**config.mk**
```make
export PLATFORM = sky130hd
export DESIGN_NAME = gate_enable_ctrl
export DESIGN_NICKNAME = d
export VERILOG_FILES = /design/src/rtl/gate_ctrl_pkg.sv /design/src/rtl/gate_ctrl_down_counter.sv /design/src/rtl/gate_enable_ctrl.sv
export SDC_FILE = /design/constraint.sdc
export NUM_CORES = 1
export LEC_CHECK = 0
export ABC_AREA = 1
export BUFFER_PORTS_ARGS = -buffer_cell sky130_fd_sc_hd__buf_2
export CORE_AREA = 5 5 73 75
export CTS_BUF_LIST = sky130_fd_sc_hd__clkbuf_4
export CTS_CLUSTER_SIZE = 8
export DETAILED_ROUTE_END_ITERATION = 8
export DIE_AREA = 0 0 78 80
export PLACE_DENSITY = 0.86
export SYNTH_ARGS = -nofsm -noshare
export SYNTH_HDL_FRONTEND = slang
export SYNTH_HIERARCHICAL = 1
export SYNTH_SLANG_ARGS = --single-unit
```
**constraint.sdc**
```tcl
create_clock -name clk -period 2 [get_ports clk]
set_input_delay 0.3 -clock clk [delete_from_list [all_inputs] [get_ports clk]]
set_output_delay 0.3 -clock clk [all_outputs]
set_load 0.02 [all_outputs]
```
**src/rtl/gate_ctrl_pkg.sv**
```systemverilog
// Shared types and defaults for the clock-gate enable controller.
// The enum encoding is fixed so that the state can be observed by index.
package gate_ctrl_pkg;

   typedef enum logic [1:0] {
      IDLE   = 2'd0,
      WAKE   = 2'd1,
      ACTIVE = 2'd2,
      HOLD   = 2'd3
   } gate_state_t;

   localparam int unsigned DEF_WIDTH       = 8;
   localparam int unsigned DEF_WAKE_CYCLES = 1;
   localparam int unsigned DEF_HOLD_CYCLES = 4;
   localparam int unsigned DEF_CNT_W       = 16;

   // The counters load cycles-1, so they need enough bits for max(a,b)-1.
   function automatic int unsigned cnt_width(input int unsigned a, input int unsigned b);
      int unsigned m;
      m = (a > b) ? a : b;
      return (m < 2) ? 1 : $clog2(m);
   endfunction

endpackage

```
**src/rtl/gate_ctrl_down_counter.sv**
```systemverilog
// Loadable down-counter with a zero flag; stops at zero.
module gate_ctrl_down_counter #(
   parameter int unsigned W = 4
) (
   input  logic         clk,
   input  logic         rst,
   input  logic         load_i,
   input  logic [W-1:0] load_val_i,
   input  logic         dec_i,
   output logic [W-1:0] count_o,
   output logic         zero_o
);

   logic [W-1:0] count_q;
   logic [W-1:0] count_d;

   always_comb begin
      count_d = count_q;
      if (load_i) begin
         count_d = load_val_i;
      end else if (dec_i && (count_q != '0)) begin
         count_d = count_q - W'(1);
      end
   end

   always_ff @(posedge clk or negedge rst) begin
      if (!rst) begin
         count_q <= '0;
      end else begin
         count_q <= count_d;
      end
   end

   assign count_o = count_q;
   assign zero_o  = (count_q == '0);

endmodule

```
**src/rtl/gate_enable_ctrl.sv**
```systemverilog
// Enable-side controller for a clock-gated arithmetic unit: wakes the domain,
// issues operand sets, suppresses repeats and gates off after a hold window.
//
//   state  | meaning
//   IDLE   | domain gated off, waiting for in_valid
//   WAKE   | enable asserted, letting the gated clock settle
//   ACTIVE | accepting operand sets
//   HOLD   | no traffic, counting down before gating off
module gate_enable_ctrl
   import gate_ctrl_pkg::*;
#(
   parameter int unsigned WIDTH       = DEF_WIDTH,
   parameter int unsigned WAKE_CYCLES = DEF_WAKE_CYCLES,
   parameter int unsigned HOLD_CYCLES = DEF_HOLD_CYCLES,
   parameter int unsigned CNT_W       = DEF_CNT_W
) (
   input  logic             clk,
   input  logic             rst,
   input  logic             in_valid,
   output logic             in_ready,
   input  logic [WIDTH-1:0] in_a,
   input  logic [WIDTH-1:0] in_b,
   input  logic             in_cin,
   output logic             cg_enable,
   output logic             op_valid,
   output logic [WIDTH-1:0] op_a,
   output logic [WIDTH-1:0] op_b,
   output logic             op_cin,
   output logic             dup_hit,
   output logic [CNT_W-1:0] off_cycles
);

   localparam int unsigned CW = cnt_width(WAKE_CYCLES, HOLD_CYCLES);

   gate_state_t      state_q, state_d;
   logic             cg_enable_q, cg_enable_d;
   logic             op_valid_q, op_valid_d;
   logic             dup_hit_q, dup_hit_d;
   logic [WIDTH-1:0] op_a_q, op_a_d;
   logic [WIDTH-1:0] op_b_q, op_b_d;
   logic             op_cin_q, op_cin_d;
   logic             last_vld_q, last_vld_d;
   logic [CNT_W-1:0] off_q, off_d;

   logic          wake_load, wake_dec, wake_zero;
   logic          hold_load, hold_dec, hold_zero;
   logic [CW-1:0] wake_cnt, hold_cnt;
   logic          last_clr;
   logic          accept;
   logic          is_dup;

   gate_ctrl_down_counter #(.W(CW)) u_wake (
      .clk        (clk),
      .rst        (rst),
      .load_i     (wake_load),
      .load_val_i (CW'(WAKE_CYCLES - 1)),
      .dec_i      (wake_dec),
      .count_o    (wake_cnt),
      .zero_o     (wake_zero)
   );

   gate_ctrl_down_counter #(.W(CW)) u_hold (
      .clk        (clk),
      .rst        (rst),
      .load_i     (hold_load),
      .load_val_i (CW'(HOLD_CYCLES - 1)),
      .dec_i      (hold_dec),
      .count_o    (hold_cnt),
      .zero_o     (hold_zero)
   );

   assign in_ready = (state_q == ACTIVE) || (state_q == HOLD);
   assign accept   = in_valid && in_ready;

   always_comb begin
      state_d   = state_q;
      wake_load = 1'b0;
      wake_dec  = 1'b0;
      hold_load = 1'b0;
      hold_dec  = 1'b0;
      last_clr  = 1'b0;
      case (state_q)
         IDLE: begin
            if (in_valid) begin
               state_d   = WAKE;
               wake_load = 1'b1;
            end
         end
         WAKE: begin
            if (wake_zero) begin
               state_d = ACTIVE;
            end else begin
               wake_dec = 1'b1;
            end
         end
         ACTIVE: begin
            if (!in_valid) begin
               state_d   = HOLD;
               hold_load = 1'b1;
            end
         end
         HOLD: begin
            // an accept on the last hold cycle keeps the domain awake
            if (accept) begin
               state_d = ACTIVE;
            end else if (hold_zero) begin
               state_d  = IDLE;
               last_clr = 1'b1;
            end else begin
               hold_dec = 1'b1;
            end
         end
         default: state_d = IDLE;
      endcase
   end

   // op_* only ever change on an issued set, so they double as the last-issued record
   assign is_dup = last_vld_q && (in_a == op_a_q) && (in_b == op_b_q) && (in_cin == op_cin_q);

   always_comb begin
      cg_enable_d = (state_d != IDLE);
      op_valid_d  = accept && !is_dup;
      dup_hit_d   = accept && is_dup;
      op_a_d      = op_a_q;
      op_b_d      = op_b_q;
      op_cin_d    = op_cin_q;
      last_vld_d  = last_vld_q;
      if (op_valid_d) begin
         op_a_d     = in_a;
         op_b_d     = in_b;
         op_cin_d   = in_cin;
         last_vld_d = 1'b1;
      end
      if (last_clr) begin
         last_vld_d = 1'b0;
      end
      off_d = off_q;
      if (!cg_enable_q && (off_q != '1)) begin
         off_d = off_q + CNT_W'(1);
      end
   end

   always_ff @(posedge clk or negedge rst) begin
      if (!rst) begin
         state_q     <= IDLE;
         cg_enable_q <= 1'b0;
         op_valid_q  <= 1'b0;
         dup_hit_q   <= 1'b0;
         op_a_q      <= '0;
         op_b_q      <= '0;
         op_cin_q    <= 1'b0;
         last_vld_q  <= 1'b0;
         off_q       <= '0;
      end else begin
         state_q     <= state_d;
         cg_enable_q <= cg_enable_d;
         op_valid_q  <= op_valid_d;
         dup_hit_q   <= dup_hit_d;
         op_a_q      <= op_a_d;
         op_b_q      <= op_b_d;
         op_cin_q    <= op_cin_d;
         last_vld_q  <= last_vld_d;
         off_q       <= off_d;
      end
   end

   assign cg_enable  = cg_enable_q;
   assign op_valid   = op_valid_q;
   assign dup_hit    = dup_hit_q;
   assign op_a       = op_a_q;
   assign op_b       = op_b_q;
   assign op_cin     = op_cin_q;
   assign off_cycles = off_q;

endmodule

```
* After elaboration in Yosys (flattened, before gate mapping)
Index checks and enable logic that the tools add are counted.
** Cells by class
- $add $sub $neg :: 3
- Eq/ne operators :: 7
- Muxes and demuxes :: 24
- Reductions and logical operators :: 21
** Operators by type and width (number)
- 2-bit two-way mux :: 9
- 16-bit by 1-bit adder with 16-bit output (second input constant) :: 1
- 8-bit equality test :: 2
- 16-bit inequality test (second input constant) :: 1
- 1-bit two-way mux :: 14
- 2-bit nonzero test :: 6
- 1-bit logical AND :: 9
- 2-bit one-hot mux with 4 select lines :: 1
- 2-bit logical NOT :: 3
- 2-bit equality test (second input constant) :: 2
- 2-bit by 1-bit subtractor with 2-bit output (second input constant) :: 2
- 2-bit by 1-bit equality test with 1-bit output (second input constant) :: 1
- 1-bit logical NOT :: 2
- 1-bit equality test :: 1
- 1-bit logical OR :: 1
** Word-level totals
- Register bits after elaboration :: 43
- Bits of input ports :: 20
- Output and inout bits :: 37

* Longest topological paths before layout
Gate-level depths: netlist of the first run.
- Depth in word-level cells :: 8
- Mapped depth :: 11
- Mapped depth without buffers :: 10

* Modules after synthesis
The synthesis of the first run kept the hierarchy.
** Modules (own cells, without submodules)
- gate_enable_ctrl :: instances 1, cells each 298, area an instance 2190.9 um^2
- gate_ctrl_down_counter :: instances 2, cells each 19, area an instance 127.6 um^2

* Least setup slack after synthesis of the first run
No wires, ideal clock.
- Path kind :: reg-to-reg
- Start :: reg off_q[0], in the netlist off_cycles[0]
- End :: reg off_q[0], in the netlist off_cycles[0]
- Data arrival time :: 1.493 ns
- Slack :: 0.373 ns
- Cell stages (with the launch flop) :: 9
- Buffers on the path :: 1
- Period minus slack after synthesis :: 1.627 ns
- Path through :: dfrtp_1 -> ha_1 -> nand3_2 -> nor2_2 -> nand2_1 -> nand2_1 -> nand2_2 -> buf_6 -> xor2_1
** Between the ends
- Longest elaborated chain between the ends :: 2
- Elaborated cells on any way between the ends :: 3
- Classes of those cells :: add/sub: 1; eq/ne: 1; reduce/logical: 1
** RTL lines
- start: declaration :: line gate_enable_ctrl.sv:43 : logic [CNT_W-1:0] off_q, off_d;
- start signal: assignment :: line gate_enable_ctrl.sv:153 : off_q <= '0;
- start signal: assignment :: line gate_enable_ctrl.sv:163 : off_q <= off_d;
- branches (longest 2 deep; another with 16-bit by 1-bit adder with 16-bit output)
Parallel ways; which one is timed is not known.
A chain may end at the register's enable or synchronous reset.

* Worst setup path after layout of the first run
- Start :: reg off_q[0], in the netlist off_cycles[0]
- End :: reg off_q[4], in the netlist off_cycles[4]
The elaborated chain is that of the path after synthesis.

==> metrics.txt, run 1 <==
worst skew pair latency=roughly 0.35 ns; synth unique cells=27; # DRC=0; static leakage=~1.6 nW; pwr dens=1250 nW/um^2; Die X=around 80 um; asr flop ratio synth=100%; Max VDD drop=roughly 0.60 mV; Pwr Total=about 3.6 mW; Initial Utilization=53.2%; most numerous cell in the Yosys netlist=nand2_1; share of cells above drive strength 1=20.6%; largest net degree at the start of global routing=25; Tcrit/Tclk final=90.0%; number of detailed-route iterations in the first pass=4; top post-synthesis cells by count=nand2_1, inv_1, dfrtp_1; grt met2 use=a little under a third; # clock sinks=between 40 and 50; # diodes=0; FF-to-FF path depth=10; Least-Margin Pin Slew=about 0.61 ns; Syn Inst Count=about 340; core box area=roughly 4600 um^2; number of placement rows=25; first-pass GRT wire length=about 9.0 mm; Levels on crit path=10; #FFs+latches synth=43; GRT busiest layer=met2; Hold Path Class=primary input to register; cell family with most CP delay=simple AND/OR/NAND/NOR gates; dominant synthesized flop cell=dfrtp_1; Synth area leaders=dfrtp_1, nand2_1, inv_1; endpoints failing setup=0; Fmax=555 MHz; Post-synth EDFFs=0; fillers=slightly above 400; vias in the first global route=approximately 2,100; CP dominant cell by count=nand2_1; H-tree depth=2; GR Overflow Total=0; Final Hold Viols=0; max incr delay on CP=0.44 ns; post-synth top area share=about 44%; Final #Nets=422; wire per inst=between 10 and 15 um; Worst Hold Slack=a little under 0.2 ns; M3 GR Usage=4.51%; area grow syn2layout=17.3%; # IOs=between 50 and 60; TritonCTS Buffers=5; CP Cell Sequence=ha_1 -> nand3_2 -> nor2_2 -> nand2_1 -> nand2_1 -> nand2_4 -> inv_1 -> nor2_1 -> nand2_1 -> nand2_1; max-slew violation count=0; die height=80 um; Final min period=roughly 1.8 ns; gr usage total=between 10% and 20%; post-detail-place hpwl=4.12 mm; Setup Crit Path Kind=register to register; clock slew at reported path FFs=around 0.12 ns; CP endpoint kind=register; overall routed net length=5.37 mm; Slew headroom=59.1%; Synth Cell Area=about 2400 um^2; status=complete, no violations; Clock Tree Root=clkbuf_4; Data arrival, critical path=between 2 and 2.5 ns; met1 Use GR=between 20% and 30%; Max Clock Skew=roughly 0.0073 ns; Fin Setup TNS=0 ns; Port Buffer Count=56; Synth area leader=dfrtp_1; CP Max Fanout=22; RSZ-0062 raised after global routing=no; gpl congestion=~0.91; CP startpoint kind=register; CP Buf/Inv Count=1; required time of the worst setup path=~2.3 ns; vias per inst=approximately 5; deepest clock path buffer count=2; register area share after synthesis=44.0%; CP max-delay cell=dfrtp_1; max-cap viol count=0; Post-Synthesis Mean Instance Area=7.28 um^2; Worst Hold Path Cells=3; DR vias=between 2,000 and 2,500; die area=~6200 um^2; Ys Warns=6; initial antenna violation count=0; TritonCTS clock tree=done; antenna-violating nets left=0; number of DRC markers in iteration 0=98
==> flip-flops by register name, summed over array words and instances, names as in the netlist, 2 cells and up <==
| signal | count |
|---|---|
| op_a | 8 |
| u_wake/count_o | 2 |
| state_q | 2 |
| op_b | 8 |
| off_cycles | 16 |
| u_hold/count_o | 2 |
==> worst min-delay path, cell delays in order <==
cell,delay [ns]
buf_2,0.09
nand3_1,0.07
nand2_1,0.06
==> layout by cell type, fill, tap and decap left out, drive strengths merged <==
master / count
dlygate4sd3: 1
nand4: 5
dfrtp: 43
nand2: 126
o21ai: 14
nand3: 30
a21oi: 1
ha: 3
inv: 53
buf: 59
or2: 4
nor2: 20
conb: 4
clkbuf: 6
mux2i: 1
bufinv: 1
nor3: 11
xor2: 11
xnor2: 5
clkinv: 1
==> cell families after synthesis <==
| family | share of synthesized area [%] |
|---|---|
| AO/OA/AOI/OAI | 3.07 |
| XOR/XNOR | 5.73 |
| adder cells (fa/ha/maj) | 1.53 |
| buffers and inverters | 10.1 |
| flip-flops | 44.0 |
| multiplexers | 0.409 |
| other | 0.307 |
| AND/OR/NAND/NOR | 34.8 |
==> routing by layer <==
| layer | vias to the layer above | routed length [um] |
|---|---|---|
| li1 | 1151 | - |
| met3 | 7 | 347 |
| met1 | 1020 | 2290 |
| met5 | - | 0 |
| met4 | 0 | 72 |
| met2 | 64 | 2660 |
==> area by class of cell <==
cell class	count	area [um^2]	share of cell area, %
inverters	54	203	7.06
clock buffers	6	45.0	1.57
repair buffers	60	313	10.9
flip-flops and latches	43	1080	37.5
multi-input cells	235	1130	39.6
clock inverters	1	30.0	1.05
well taps	54	67.6	2.35
==> where the power goes <==
group	switching [mW]	leakage, nW	internal, mW
Sequential	0.264	0.541	1.16
Combinational	1.05	1.02	0.562
Clock	0.272	0.0417	0.271
==> timing repair <==
| action | in CTS | in global routing |
|---|---|---|
| endpoints found under the setup margin | 0 | 1 |
| resized for setup | 0 | 1 |
| hold endpoints to repair | 22 | 0 |
| buffers inserted | 0 | 0 |
| hold buffers | 1 | 0 |
==> through the flow <==
stage | cells | utilization [%] | setup slack (ns) | cell area (um^2)
floorplan | 338 | - | 0.373 | 2450
global placement | 445 | 60.4 | 0.278 | 2780
detailed placement | 445 | 60.4 | 0.170 | 2780
CTS | 453 | 62.3 | 0.111 | 2860
global route | 453 | 62.4 | 0.0404 | 2870
finish | 453 | 62.4 | 0.199 | 2870
==> worst paths after layout <==
check                                             to                 startpoint  slack [ns]
max in group asynchronous       state_q[1]$_DFF_PN0_                        rst        0.98
hold / removal                   op_b[1]$_DFFE_PN0P_                    in_b[1]        0.19
min in group asynchronous        op_b[5]$_DFFE_PN0P_                        rst        0.45
setup reg to reg           off_cycles[4]$_DFFE_PN0P_  off_cycles[0]$_DFFE_PN0P_        0.20
hold reg to reg                  op_a[6]$_DFFE_PN0P_        op_a[6]$_DFFE_PN0P_        0.51
setup / recovery           off_cycles[4]$_DFFE_PN0P_  off_cycles[0]$_DFFE_PN0P_        0.20
No activity file was read; power rests on OpenSTA's default activity.
==> run 2: changes to the inputs <==
--- a/config.mk
+++ b/config.mk
@@ -10,3 +10,2 @@
 export CORE_AREA = 5 5 73 75
-export CTS_BUF_LIST = sky130_fd_sc_hd__clkbuf_4
 export CTS_CLUSTER_SIZE = 8
@@ -14,6 +13,5 @@
 export DIE_AREA = 0 0 78 80
-export PLACE_DENSITY = 0.86
+export PLACE_DENSITY = 0.83
 export SYNTH_ARGS = -nofsm -noshare
 export SYNTH_HDL_FRONTEND = slang
-export SYNTH_HIERARCHICAL = 1
 export SYNTH_SLANG_ARGS = --single-unit
==> constraint.sdc (replaced) <==
create_clock -name clk -period 2 [get_ports clk]
set_input_delay 0.2 -clock clk [delete_from_list [all_inputs] [get_ports clk]]
set_output_delay 0.2 -clock clk [all_outputs]
set_load 0.02 [all_outputs]
==> run 2 against run 1 <==
Compared with the run above: via count down 5.7%; critical path depth unchanged; utilization down 1.7 points; flip-flop and latch count unchanged; sequential power down 8%; cell count down 6.2%; design area down 2.7%; first-iteration DRC count up 95%; die area unchanged; critical path type unchanged; highest routed layer unchanged.
==> metrics.txt, run 2 <==
max incr delay on CP=0.43 ns (was 0.44 ns); wire per inst=12.3 um (was 11.9 um); die height=80 um (unchanged); static leakage=1.55 nW (was 1.60 nW); main combinational cell family by area after synthesis=simple AND/OR/NAND/NOR gates (unchanged); worst slack, placed=0.205 ns (was 0.170 ns); Post-Synthesis Mean Instance Area=7.50 um^2 (was 7.28 um^2); Post-synth EDFFs=0 (unchanged); antenna-violating nets left=0 (unchanged); Data arrival, critical path=1.94 ns (was 2.05 ns); deepest clock path buffer count=2 (unchanged); Synth Area in Compound Gates=3.34% (was 3.07%); vias in the first global route=2,071 (was 2,106); WL met1=2.29 mm (about the same); post-detail-place hpwl=3.97 mm (was 4.12 mm); status=complete, no violations (unchanged); R2R setup slack=0.25 ns (was 0.20 ns); cell family with most CP delay=simple AND/OR/NAND/NOR gates (unchanged); Synth area leaders=dfrtp_1, nand2_1, inv_1 (unchanged); number of DRC markers in iteration 0=191 (was 98); # diodes=0 (unchanged); Util after Layout=60.7% (was 62.4%); Worst Min Path Start=in_a[1] (was in_b[1]); max-cap viol count=0 (unchanged); asr flop ratio synth=100% (unchanged); H-tree depth=2 (unchanged); CP Cell Sequence=ha_1 -> nand3_1 -> nor3_2 -> nand2_1 -> nand2_1 -> nand2_4 -> inv_1 -> nor2_1 -> nand2_1 -> nand2_1 (was ha_1 -> nand3_2 -> nor2_2 -> nand2_1 -> nand2_1 -> nand2_4 -> inv_1 -> nor2_1 -> nand2_1 -> nand2_1); Fin Setup TNS=0 ns (unchanged); Final Hold Viols=0 (unchanged); area grow syn2layout=20.1% (was 17.3%); Final #Nets=393 (was 422); Internal=1.91 mW (was 1.99 mW); Synth Cell Area=2320 um^2 (was 2450 um^2); # IOs=57 (unchanged); Port Buffer Count=56 (unchanged); Comb power frac=37.6% (was 45.1%); GR Overflow Total=0 (unchanged); dominant synthesized flop cell=dfrtp_1 (unchanged); Slew headroom=62.4% (was 59.1%); Synth area leader=dfrtp_1 (unchanged); CP endpoint kind=register (unchanged); die area=6240 um^2 (unchanged); number of detailed-route iterations in the first pass=4 (unchanged); Min-Delay Endpoint=op_a[1]$_DFFE_PN0P_ (was op_b[1]$_DFFE_PN0P_); worst setup margin=0.251 ns (was 0.199 ns); switching share of total power=40.5% (was 44.4%); share of cells above drive strength 1=19.9% (was 20.6%); first-pass GRT wire length=9.17 mm (was 9.04 mm); core box area=4600 um^2 (unchanged); xor-xnor portion of the synthesized cell area=6.41% (was 5.73%); TritonCTS clock tree=done (unchanged); CP dominant cell by count=nand2_1 (unchanged); dpl cells=416 (was 445); Synth Area in Simple Gates=32.6% (was 34.8%); Fmax=572 MHz (was 555 MHz); overall routed net length=5.23 mm (was 5.37 mm); top sig layer=met4 (unchanged); P_sw=1.30 mW (was 1.59 mW); Least-Margin Pin Slew=0.564 ns (was 0.608 ns); clock slew at reported path FFs=0.09 ns (was 0.12 ns); WL met3=278 um (was 347 um); post-synth top area share=46.3% (was 44.0%); most numerous cell in the Yosys netlist=nand2_1 (unchanged); reg2reg end=off_cycles[4]$_DFFE_PN0P_ (unchanged); worst flop-to-flop path startpoint=off_cycles[0]$_DFFE_PN0P_ (unchanged); adder-cell share of the synthesized area=1.62% (was 1.53%); synth unique cells=26 (was 27); # DRC=0 (unchanged); Final min period=1.75 ns (was 1.80 ns); fillers=409 (was 411); gpl congestion=0.925 (was 0.911); CP startpoint kind=register (unchanged); initial antenna violation count=0 (unchanged); most frequent cells in the layout=nand2_1, buf_2, inv_1 (unchanged); FF-to-FF path depth=10 (unchanged); Die X=78 um (unchanged); post-synthesis mux area share=0.431% (was 0.409%); Synth Net Count=333; Tcrit/Tclk final=87.5% (was 90.0%); top post-synthesis cells by count=nand2_1, inv_1, dfrtp_1 (unchanged); CP Max Fanout=22 (unchanged); share of power burned in the clock network=21.9% (was 15.2%); WL met2=2.52 mm (was 2.66 mm); Post-CTS Setup Bufs=0 (unchanged); max reg flops=16 (unchanged); Syn Inst Count=310 (was 336); Initial Utilization=50.5% (was 53.2%); # clock sinks=43 (unchanged); DR vias=2,114 (was 2,242); Ys Warns=0 (was 6); Max VDD drop=0.767 mV (was 0.603 mV); number of placement rows=25 (unchanged); CP Buf/Inv Count=1 (unchanged); gr usage total=18.3% (was 17.8%); Setup Crit Path Kind=register to register (unchanged); RSZ-0062 raised after global routing=no (unchanged); Worst Hold Path Cells=3 (unchanged); required time of the worst setup path=2.19 ns (was 2.25 ns); register area share after synthesis=46.3% (was 44.0%); worst skew pair latency=0.30 ns (was 0.35 ns); Worst Hold Slack=0.163 ns (was 0.194 ns); Cell Area, Placed=2660 um^2 (was 2780 um^2); final std cells w/o fill=425 (was 453); post-route cell area=2790 um^2 (was 2870 um^2); #FFs+latches synth=43 (unchanged); Hold Path Class=primary input to register (unchanged); largest net degree at the start of global routing=24 (was 25); pwr dens=1150 nW/um^2 (was 1250 nW/um^2); Clock Tree Root=clkbuf_8 (was clkbuf_4); vias per inst=4.97 (was 4.95); CP max-delay cell=dfrtp_1 (unchanged); endpoints failing setup=0 (unchanged); max-slew violation count=0 (unchanged); Max Clock Skew=0.00866 ns (was 0.00733 ns); Reg power frac=40.5% (was 39.7%); TritonCTS Buffers=5 (unchanged); Pwr Total=3.21 mW (was 3.58 mW); commonest non-fill, non-tap cell in the layout=nand2_1 (unchanged)
## run 2: cell types whose count changed after synthesis, sizes merged, moves of 2 or more
cell,change
or2,-2
nand2,-12
o21ai,-2
nor2,+4
conb,-2
nand4,-2
inv,-6
nand3,-6
## run 2: layout make-up
class	count	area, um^2	area share (%)
clock buffer	6	82.6	2.96
inverter	47	176	6.32
tap	54	67.6	2.42
sequential	43	1080	38.5
clock inverter	2	35.0	1.26
multi-input combinational	214	1040	37.1
timing repair buffer	59	318	11.4
## run 2: worst register-to-register path: cells and delay by family (launching register included)
kind	cells	cell delay (ns)
buffers and inverters	1	0.16
and+or+nand+nor	8	0.83
adders and majority gates	1	0.24
DFF	1	0.43
## run 2: power groups by stage
stage	sequential (mW)	combinational, mW	clock, mW
finish	1.30	1.21	0.702
global route	1.34	1.35	0.758
CTS	1.30	1.21	0.720
detailed placement	1.32	1.20	0
global placement	1.30	1.16	0
floorplan	1.50	0.658	0
## run 2: cells by family (layout without fill, tap and decap cells)
| family | Yosys count | in the layout |
|---|---|---|
| flip-flops | 43 | 43 |
| multiplexers | 1 | 1 |
| buffers and inverters | 53 | 114 |
| XOR/XNOR | 17 | 17 |
| AO/OA/AOI/OAI | 15 | 15 |
| adder cells (fa/ha/maj) | 3 | 3 |
| AND/OR/NAND/NOR | 178 | 178 |
## run 2: how the worst max path moves through the flow
stage / slack, ns / endpoint / cells past startpoint / startpoint
after global routing: 0.04 / off_cycles[4]$_DFFE_PN0P_ / 10 / off_cycles[0]$_DFFE_PN0P_
after detailed placement: 0.20 / off_cycles[4]$_DFFE_PN0P_ / 10 / off_cycles[0]$_DFFE_PN0P_
after CTS: 0.19 / off_cycles[4]$_DFFE_PN0P_ / 10 / off_cycles[0]$_DFFE_PN0P_
final: 0.25 / off_cycles[4]$_DFFE_PN0P_ / 10 / off_cycles[0]$_DFFE_PN0P_
after floorplan: 0.38 / off_cycles[5]$_DFFE_PN0P_ / 9 / off_cycles[0]$_DFFE_PN0P_
after global placement: 0.30 / off_cycles[4]$_DFFE_PN0P_ / 9 / off_cycles[0]$_DFFE_PN0P_
## run 2: what timing repair did
item,CTS,global route
hold endpoints to repair,22,0
gates resized for setup,0,1
setup endpoints to repair,0,1
hold buffers,1,0
## run 2: layer usage
layer / GRT usage [%] / up-vias
met5: 0 / -
met4: 7.43 / 0
met3: 4.06 / 12
met2: 29.8 / 56
met1: 23.5 / 980
li1: - / 1066
==> run 3: changes to the inputs <==
CTS_CLUSTER_DIAMETER = 40   (was not set)
PLACE_DENSITY = not set   (was 0.83)
PLACE_DENSITY_LB_ADDON = 0.2   (was not set)
==> run 3 against run 2 <==
Compared with the run above: clock power decreased by 1%; critical endpoint unchanged; cell count stayed put; design area stayed put; combinational power about the same; die area stayed put; clock-buffer cell count stayed put; worst setup slack lost 0.0034 ns; utilization unchanged; register-to-register slack is essentially flat.
==> metrics.txt, run 3 (same netlist as run 2, synthesis figures left out) <==
max incr delay on CP=0.43 ns (about the same); vias in the first global route=1,983 (was 2,071); Least-Margin Pin Slew=0.538 ns (was 0.564 ns); Tcrit/Tclk final=87.6% (was 87.5%); Fin Setup TNS=0 ns (unchanged); endpoints failing setup=0 (unchanged); die area=6240 um^2 (unchanged); clock slew at reported path FFs=0.08 ns (was 0.09 ns); status=complete, no violations (unchanged); gr usage total=17.4% (was 18.3%); share of power burned in the clock network=21.8% (was 21.9%); worst skew pair latency=0.29 ns (was 0.30 ns); CP endpoint kind=register (unchanged); Worst Hold Slack=0.159 ns (was 0.163 ns); Fmax=571 MHz (was 572 MHz); core box area=4600 um^2 (unchanged); Final min period=1.75 ns (about the same); switching share of total power=40.2% (was 40.5%); final std cells w/o fill=425 (unchanged); max-slew violation count=0 (unchanged); CP Cell Sequence=ha_1 -> nand3_1 -> nor3_2 -> nand2_1 -> nand2_1 -> nand2_4 -> inv_1 -> nor2_1 -> nand2_1 -> nand2_1 (unchanged); # diodes=0 (unchanged); number of placement rows=25 (unchanged); Initial Utilization=50.5% (unchanged); Reg power frac=40.9% (was 40.5%); TritonCTS clock tree=done (unchanged); R2R setup slack=0.25 ns (about the same); Final #Nets=393 (unchanged); area grow syn2layout=20.1% (unchanged); gpl congestion=0.908 (was 0.925); CP startpoint kind=register (unchanged); TritonCTS Buffers=5 (unchanged); GR Overflow Total=0 (unchanged); Multi-input gate area=1040 um^2 (unchanged); fillers=428 (was 409); P_sw=1.28 mW (was 1.30 mW); share of cells above drive strength 1=19.9% (unchanged); most frequent cells in the layout=nand2_1, buf_2, inv_1 (unchanged); antenna-violating nets left=0 (unchanged); cell family with most CP delay=simple AND/OR/NAND/NOR gates (unchanged); CP max-delay cell=dfrtp_1 (unchanged); first-pass GRT wire length=8.78 mm (was 9.17 mm); max reg flops=16 (unchanged); Die X=78 um (unchanged); initial antenna violation count=0 (unchanged); overall routed net length=5.07 mm (was 5.23 mm); Post-CTS Setup Bufs=0 (unchanged); H-tree depth=2 (unchanged); Port Buffer Count=56 (unchanged); DR vias=2,098 (was 2,114); static leakage=1.55 nW (unchanged); pwr dens=1140 nW/um^2 (was 1150 nW/um^2); Data arrival, critical path=1.93 ns (was 1.94 ns); Clock Tree Root=clkbuf_8 (unchanged); max-cap viol count=0 (unchanged); Hold Path Class=primary input to register (unchanged); commonest non-fill, non-tap cell in the layout=nand2_1 (unchanged); RSZ-0062 raised after global routing=no (unchanged); deepest clock path buffer count=2 (unchanged); Max Clock Skew=0.00541 ns (was 0.00866 ns); Final Hold Viols=0 (unchanged); Util after Layout=60.7% (unchanged); post-detail-place hpwl=3.90 mm (was 3.97 mm); Setup Crit Path Kind=register to register (unchanged); Internal=1.90 mW (was 1.91 mW); Slew headroom=64.2% (was 62.4%); register area=1080 um^2 (unchanged); CP Buf/Inv Count=1 (unchanged); Max VDD drop=0.559 mV (was 0.767 mV); largest net degree at the start of global routing=23 (was 24); Comb power frac=37.3% (was 37.6%); CP Max Fanout=22 (unchanged); wire per inst=11.9 um (was 12.3 um); # IOs=57 (unchanged); # DRC=0 (unchanged); vias per inst=4.94 (was 4.97); required time of the worst setup path=2.18 ns (was 2.19 ns); number of DRC markers in iteration 0=74 (was 191); die height=80 um (unchanged); CP dominant cell by count=nand2_1 (unchanged); dpl cells=416 (unchanged); number of detailed-route iterations in the first pass=4 (unchanged); # clock sinks=43 (unchanged)
-- run 3: cell counts in the layout (fill, tap and decap cells not counted) --
No cell type changed its count.
-- run 3: path summary, 6_finish.rpt --
kind                                                    start                       endpoint  cells after the start
worst max-delay path                off_cycles[0]$_DFFE_PN0P_      off_cycles[4]$_DFFE_PN0P_                     10
worst min-delay path                                  in_a[6]            op_a[6]$_DFFE_PN0P_                      3
worst max register to register      off_cycles[0]$_DFFE_PN0P_      off_cycles[4]$_DFFE_PN0P_                     10
worst min register to register  u_hold.count_o[0]$_DFFE_PN0P_  u_hold.count_o[0]$_DFFE_PN0P_                      1
max in group asynchronous                                 rst     off_cycles[14]$_DFFE_PN0P_                      3
min in group asynchronous                                 rst            op_b[5]$_DFFE_PN0P_                      2
-- run 3: tightest hold or removal path, delay by kind of cell --
kind | cells | cell delay, ns
and+or+nand+nor | 2 | 0.13
buffers and inverters | 1 | 0.09
-- run 3: power by group through the flow --
stage	logic [mW]	registers (mW)	clock network (mW)
floorplan	0.658	1.50	0
global placement	1.17	1.31	0
detailed placement	1.19	1.31	0
CTS	1.20	1.30	0.712
global route	1.34	1.34	0.749
finish	1.19	1.30	0.694
-- run 3: per-layer routing --
| layer | up-vias | track usage (%) | wire length (um) |
|---|---|---|---|
| li1 | 1074 | - | - |
| met1 | 971 | 21.7 | 2230 |
| met2 | 45 | 29.1 | 2510 |
| met3 | 8 | 4.74 | 264 |
| met4 | 0 | 5.41 | 62 |
| met5 | - | 0 | 0 |
-- run 3: what timing repair did --
action / CTS / global route
hold endpoints to repair: 21 / 0
setup endpoints to repair: 0 / 1
gates resized for setup: 0 / 1
hold buffers: 1 / 0
-- run 3: cell type report --
cell class | instances | area share [%]
inverter | 47 | 6.32
tap | 54 | 2.42
clock inverter | 2 | 1.26
timing repair buffer | 59 | 11.4
sequential | 43 | 38.5
multi-input combinational | 214 | 37.1
clock buffer | 6 | 2.96
-- run 3: stage by stage --
step	setup slack [ns]	instance area [um^2]	total power, mW
2_1_floorplan	0.384	2320	2.15
3_3_place_gp	0.283	2660	2.48
3_5_place_dp	0.238	2660	2.50
4_1_cts	0.154	2790	3.21
5_1_grt	0.0974	2790	3.43
6_report	0.247	2790	3.18
